[src/rtl/serial_magnitude_comparator_pkg.sv]
// Shared types and helpers for the bit-serial magnitude comparator.
package serial_cmp_pkg;

  typedef enum logic {
    IDLE  = 1'b0,
    SHIFT = 1'b1
  } state_t;

  // Number of bits needed to hold values 0..value-1.
  function automatic int unsigned clog2(input int unsigned value);
    int unsigned result;
    result = 0;
    for (int unsigned i = 0; i < 32; i++) begin
      if ((64'd1 << i) < 64'(value)) result = i + 1;
    end
    return result;
  endfunction

endpackage

[src/rtl/serial_magnitude_comparator_cmp_bit_cell.sv]
// Single-bit comparator cell: greater, less and equal for one bit pair.
module cmp_bit_cell (
  input  logic a,
  input  logic b,
  output logic g,
  output logic l,
  output logic e
);

  assign g = a & ~b;
  assign l = ~a & b;
  assign e = ~(a ^ b);

endmodule

[src/rtl/serial_magnitude_comparator.sv]
// Bit-serial WIDTH-bit magnitude comparator with registered GT/EQ/LT and done pulse.
module serial_magnitude_comparator
  import serial_cmp_pkg::*;
#(
  parameter int unsigned WIDTH     = 8,
  parameter int unsigned MSB_FIRST = 1
) (
  input  logic clk,
  input  logic rst,
  input  logic start,
  input  logic bit_valid,
  input  logic a_bit,
  input  logic b_bit,
  output logic busy,
  output logic done,
  output logic GT,
  output logic EQ,
  output logic LT
);

  localparam int unsigned CNT_W = clog2(WIDTH + 1);
  localparam logic [CNT_W-1:0] LAST = CNT_W'(WIDTH);

  state_t           state_q, state_d;
  logic [CNT_W-1:0] cnt_q, cnt_d;
  logic             gt_w_q, gt_w_d;
  logic             lt_w_q, lt_w_d;
  logic             gt_q, gt_d;
  logic             eq_q, eq_d;
  logic             lt_q, lt_d;
  logic             done_q, done_d;
  logic             cell_g, cell_l, cell_e;

  cmp_bit_cell u_cell (
    .a (a_bit),
    .b (b_bit),
    .g (cell_g),
    .l (cell_l),
    .e (cell_e)
  );

  always_comb begin
    state_d = state_q;
    cnt_d   = cnt_q;
    gt_w_d  = gt_w_q;
    lt_w_d  = lt_w_q;
    gt_d    = gt_q;
    eq_d    = eq_q;
    lt_d    = lt_q;
    done_d  = 1'b0;
    case (state_q)
      IDLE: begin
        if (start) begin
          state_d = SHIFT;
          cnt_d   = '0;
          gt_w_d  = 1'b0;
          lt_w_d  = 1'b0;
        end
      end
      SHIFT: begin
        if (cnt_q == LAST) begin
          // All bits consumed: publish the flags one cycle after the last bit.
          gt_d    = gt_w_q;
          lt_d    = lt_w_q;
          eq_d    = ~(gt_w_q | lt_w_q);
          done_d  = 1'b1;
          state_d = IDLE;
        end else if (bit_valid) begin
          cnt_d = cnt_q + CNT_W'(1);
          // MSB first: first difference sticks. LSB first: last difference wins.
          if (!cell_e && (MSB_FIRST == 0 || !(gt_w_q || lt_w_q))) begin
            gt_w_d = cell_g;
            lt_w_d = cell_l;
          end
        end
      end
      default: state_d = IDLE;
    endcase
  end

  always_ff @(posedge clk) begin
    if (rst) begin
      state_q <= IDLE;
      cnt_q   <= '0;
      gt_w_q  <= 1'b0;
      lt_w_q  <= 1'b0;
      gt_q    <= 1'b0;
      eq_q    <= 1'b0;
      lt_q    <= 1'b0;
      done_q  <= 1'b0;
    end else begin
      state_q <= state_d;
      cnt_q   <= cnt_d;
      gt_w_q  <= gt_w_d;
      lt_w_q  <= lt_w_d;
      gt_q    <= gt_d;
      eq_q    <= eq_d;
      lt_q    <= lt_d;
      done_q  <= done_d;
    end
  end

  assign busy = (state_q == SHIFT);
  assign done = done_q;
  assign GT   = gt_q;
  assign EQ   = eq_q;
  assign LT   = lt_q;

endmodule

[config.mk]
export PLATFORM = sky130hd
export DESIGN_NAME = serial_magnitude_comparator
export DESIGN_NICKNAME = d
export VERILOG_FILES = /design/src/rtl/serial_magnitude_comparator_pkg.sv /design/src/rtl/serial_magnitude_comparator_cmp_bit_cell.sv /design/src/rtl/serial_magnitude_comparator.sv
export SDC_FILE = /design/constraint.sdc
export NUM_CORES = 1
export LEC_CHECK = 0
export CAP_MARGIN = 20
export CELL_PAD_IN_SITES_DETAIL_PLACEMENT = 1
export CELL_PAD_IN_SITES_GLOBAL_PLACEMENT = 1
export CORE_UTILIZATION = 31
export DETAILED_ROUTE_END_ITERATION = 8
export PLACE_DENSITY = 0.71
export SKIP_LAST_GASP = 1
export SYNTH_ARGS = -nofsm -noshare
export SYNTH_HDL_FRONTEND = slang
export SYNTH_HIERARCHICAL = 1
export SYNTH_SLANG_ARGS = --single-unit
export TNS_END_PERCENT = 10
[constraint.sdc]
create_clock -name clk -period 1.4 [get_ports clk]
set_input_delay 0.28 -clock clk [delete_from_list [all_inputs] [get_ports clk]]
set_output_delay 0.28 -clock clk [all_outputs]
set_load 0.01 [all_outputs]
# Word-level counts from Yosys, hierarchy flattened
# Cells that the tools add are included.
[totals]
regBits = 11
latch_bits = 0
ram_bits = 0
rom_bits = 0
input_bits = 6
output_inout_bits = 5
elab_cells = 46
memories = 0
[op_classes]
add_sub_neg = 1
multipliers = 0
div = 0
n_lt_le_gt_ge = 0
n_eq_ne = 5
shift = 0
mux = 17
n_bitwise = 8
n_reduce_logical = 7
[op_table]
columns = ["op", "n"]
rows = [
  ["$mux W4", 3],
  ["$mux W1", 10],
  ["$pmux W4 S2", 1],
  ["$ne A2 B2 Y1 const B", 3],
  ["$pmux W1 S2", 3],
  ["$add A4 B1 Y4 const B", 1],
  ["$eq A4 B4 Y1 const B", 1],
  ["$not A1 Y1", 4],
  ["$reduce_and A4 Y1", 1],
  ["$reduce_and A3 Y1", 1],
  ["$and A1 B1 Y1", 2],
  ["$ne A2 B1 Y1 const B", 1],
  ["$reduce_and A2 Y1", 1],
  ["$reduce_or A2 Y1", 1],
  ["$logic_and A1 B1 Y1", 1],
  ["$logic_not A1 Y1", 1],
  ["$logic_or A1 B1 Y1", 1],
  ["$or A1 B1 Y1", 1],
  ["$xor A1 B1 Y1", 1],
]

# Longest topological paths before layout
[depth]
word_depth = 7
depth_mapped = 6
ltp_nobuf = 5

# Hierarchy
# The synthesis kept the hierarchy.
[modules_own_cells]
columns = ["mod", "instances", "cells_each", "area_per_inst_um2"]
rows = [
  ["serial_magnitude_comparator", 1, 57, 501.7],
  ["cmp_bit_cell", 1, 4, 32.5],
]

# Least setup slack after synthesis
# OpenSTA, ideal clock, no wires.
[synth_timing]
path_kind = "register to register"
from = "register cnt_q[0]"
to = "register cnt_q[0]"
setup_ps = 70
arrival_ps = 1367
required_time_ps = 1330
path_slack_ps = -37
path_stages_with_launch = 7
path_buffers = 1
path_cell_list = "dfxtp_1 -> inv_1 -> ha_1 -> and3b_1 -> buf_6 -> or3_1 -> a21oi_1"
[synth_via]
elab_chain_cells = 4
elab_cells_between_ends = 7
cone_classes = "add/sub (1); eq/ne (2); mux (3); reduce/logical (1)"
[synth_rtl]
columns = ["item", "line_no", "rtl"]
rows = [
  ["start: declaration", "serial_magnitude_comparator.sv:25", "logic [CNT_W-1:0] cnt_q, cnt_d;"],
  ["start signal: assignment", "serial_magnitude_comparator.sv:93", "cnt_q <= cnt_d;"],
  ["$add A4 B1 Y4", "serial_magnitude_comparator.sv:69", "cnt_d = cnt_q + CNT_W'(1);"],
  ["$mux W4", "serial_magnitude_comparator.sv:68", "end else if (bit_valid) begin"],
  ["$mux W4", "serial_magnitude_comparator.sv:61", "if (cnt_q == LAST) begin"],
  ["$pmux W4 S2", "serial_magnitude_comparator.sv:51", "case (state_q)"],
]
# Several ways; a longest one is shown, not always the timed one. The select of a mux whose other input is x is not followed.
# A chain may end at the register's enable or synchronous reset.

# Worst setup path after layout
[layout_timing]
from = "register eq_q (netlist: EQ)"
to = "output EQ"
[layout_lines]
columns = ["item", "line_no", "rtl"]
rows = [
  ["start: declaration", "serial_magnitude_comparator.sv:29", "logic eq_q, eq_d;"],
  ["start signal: assignment", "serial_magnitude_comparator.sv:97", "eq_q <= eq_d;"],
  ["end: declaration", "serial_magnitude_comparator.sv:17", "output logic EQ,"],
]
# No word-level cell between the ends.

==> flow_metrics.env <==
export IMPL_status="finished, violations left"
export IMPL_violations="setup timing"
export IMPL_yosysTopAreaCellShare_pct=41.22
export IMPL_grtUsageTotal_pct=16.00
export IMPL_crit_required_ns=1.12
export IMPL_yosys_most_used_dff="dfxtp_1"
export IMPL_diodes=0
export IMPL_cp_slowest_stage_delay_ns=0.53
export IMPL_grt_max_degree=12
export IMPL_path_delay_family="buffers and inverters"
export IMPL_place_congestion=0.7217
export IMPL_grt_pass1_wl_mm=2.180
export IMPL_ios=11
export IMPL_leakage_nw=0.3097
export IMPL_crit_type="reg -> out"
export IMPL_worstPathArrival_ns=1.12
export IMPL_top_layer="met4"
export IMPL_pwr_share_clk_pct=35.9
export IMPL_design_area_um2=735.7
export IMPL_path_buf_inv=1
export IMPL_vias_per_cell=5.268
export IMPL_dr_first_iter_drc_count=2
export IMPL_overflow=0
export IMPL_min_period_ns=1.402
export IMPL_die_area_um2=1894
export IMPL_netlist_area_um2=534.3
export IMPL_rsz0062_at_grt="true"
export IMPL_drcViolationCount=0
export IMPL_die_h_um=43.52
export IMPL_power_density_nw_per_um2=843.3
export IMPL_clock_sinks=11
export IMPL_drtAntennaViolNets=0
export IMPL_cp_start_kind="flop"
export IMPL_synth_fp_nets=71
export IMPL_setup_violations=2
export IMPL_dp_cells=93
export IMPL_slew_limit_headroom_pct=85.16
export IMPL_wl_met3_um=32
export IMPL_clk_pin_slew_ns=0.07
export IMPL_finalHoldViolCount=0
export IMPL_clockBufferDepth=2
export IMPL_dr_wl_met2_um=594
export IMPL_synth_most_common_cell="dfxtp_1"
export IMPL_synth_area_top_cells="dfxtp_1 (41%), ha_1 (9.4%), a21oi_1 (5.6%)"
export IMPL_combPwrFrac_pct=12.4
export IMPL_cp_max_fo=2
export IMPL_fin_skew_ns=0.008088
export IMPL_whs_ns=0.4599
export IMPL_ys_types=22
export IMPL_cts_tree="built"
export IMPL_nets=92
export IMPL_grt_pass1_vias=508
export IMPL_root_buffer="clkbuf_4"
export IMPL_ys_warnings_count=6
export IMPL_synth_commonest_cells="dfxtp_1 (11), a21oi_1 (6), inv_1 (6), nand3_1 (5)"
export IMPL_area_growth_pct=37.71
export IMPL_placed_area_um2=706.9
export IMPL_power_w=0.0006204
export IMPL_via_count=511
export IMPL_synthArstFlopShare_pct=0
export IMPL_ys_ff_latch=11
export IMPL_fmax_mhz=713.1
export IMPL_switching_share_pct=24.59
export IMPL_h_tree_depth=1
export IMPL_drive_gt1_share_pct=19.75
export IMPL_critical_path_slowest_cell="clkdlybuf4s50_1"
export IMPL_start_util_pct=34.27
export IMPL_fin_ws_ns=-0.002321
export IMPL_design_core_area_um2=1559
export IMPL_wl_met1_um=620
export IMPL_end_kind="output port"
export IMPL_clock_latency_ns=0.27
export IMPL_maxCapViolCount=0
export IMPL_peakVddDrop_v=0.0005588
export IMPL_numCtsBuffers=3
export IMPL_seq_power_share_pct=51.7
export IMPL_numPortBuffers=10
export IMPL_crit_chain="clkdlybuf4s50_1"
export IMPL_min_period_over_period_pct=100.2
export IMPL_tightest_slew_ns=0.2224
export IMPL_wl_per_cell_um=12.99
export IMPL_antenna_found_initial=0
export IMPL_place_hpwl_um=979.4
export IMPL_synth_cells=61
export IMPL_power_switching_w=0.0001526
export IMPL_stdcell_count=97
export IMPL_synth_top_area_cell="dfxtp_1"
export IMPL_place_ws_ns=-0.09830
export IMPL_wl_mm=1.260
export IMPL_ys_seq_area_share_pct=41.22
export IMPL_hold_path_class="reg -> reg"
export IMPL_fill_cells=197
export IMPL_final_max_slew_viol_count=0
export IMPL_syn_area_per_cell_um2=8.758
export IMPL_first_pass_iters=2
export IMPL_die_x_um=43.52
export IMPL_synth_edff_count=0
export IMPL_holdBufCountCts=0
export IMPL_p_int_w=0.0004678
export IMPL_num_rows=14
## timing repair
| action | in CTS | in global routing |
|---|---|---|
| setup endpoints to repair | 4 | 6 |
| gates resized for setup | 1 | 2 |
| cloned | 0 | 0 |
| setup buffers | 0 | 0 |
## cell families after synthesis
family	synth area share (%)
and+or+nand+nor	22.72
buffers and inverters	7.961
AOI/OAI and AO/OA	18.74
DFF	41.22
adders and majority gates	9.368
## registers in the layout, summed over array words and instances (netlist names)
name and count:
cnt_q 4, GT 1, done 1, LT 1, lt_w_q 1, EQ 1
busy 1, gt_w_q 1
## layout make-up
| class | count | area [um^2] | area share (%) |
|---|---|---|---|
| multi-input cells | 41 | 275.3 | 37.41 |
| repair buffers | 19 | 168.9 | 22.96 |
| inverters | 6 | 22.52 | 3.061 |
| clock buffers | 4 | 26.28 | 3.571 |
| well taps | 16 | 20.02 | 2.721 |
| flip-flops and latches | 11 | 222.7 | 30.27 |
## power by group through the flow
stage / logic [W] / clock network [W] / registers, W
5_1_grt: 0.0000855 / 0.000246 / 0.000321
3_5_place_dp: 0.0000795 / 0 / 0.000328
6_report: 0.0000770 / 0.000223 / 0.000321
2_1_floorplan: 0.0000324 / 0 / 0.000330
3_3_place_gp: 0.0000779 / 0 / 0.000328
4_1_cts: 0.0000784 / 0.000223 / 0.000321
## final timing paths
| path | cells after the start | slack [ns] | from | end |
|---|---|---|---|---|
| setup / recovery | 1 | -0.002 | EQ$_SDFFE_PP0N_ | EQ |
| setup reg to reg | 5 | 0.04 | cnt_q[1]$_SDFFE_PP0P_ | cnt_q[0]$_SDFFE_PP0P_ |
| hold / removal | 2 | 0.46 | LT$_SDFFE_PP0N_ | LT$_SDFFE_PP0N_ |
| hold reg to reg | 2 | 0.46 | LT$_SDFFE_PP0N_ | LT$_SDFFE_PP0N_ |
## stage by stage
stage                 TNS, ns  util [%]
floorplan                   0         -
global placement      -0.2144     45.35
detailed placement    -0.3561     45.35
CTS                  -0.03990     46.95
global route          -0.1718     47.19
finish              -0.003370     47.19
## routing by layer
metal	up-vias	global-route usage (%)
li1	261	-
met2	6	25.45
met1	242	20.52
met3	2	5.000
met5	-	0
met4	0	5.625
## layout by cell type (no fill, tap or decap), drive strengths merged, types with 3 or more instances in the layout
cell	n
ha	4
o211ai	3
nand2	3
or3	3
inv	6
dfxtp	11
a21oi	6
clkdlybuf4s50	8
buf	9
clkbuf	4
nand3	5
nor2	4
## worst reg2reg max path: stages, from the launching register on
cell     delay (ns)
dfxtp_2        0.36
inv_1          0.05
ha_2           0.16
and3b_2        0.23
or3_1          0.35
a21oi_1        0.14
No activity file was read; power rests on OpenSTA's default activity.
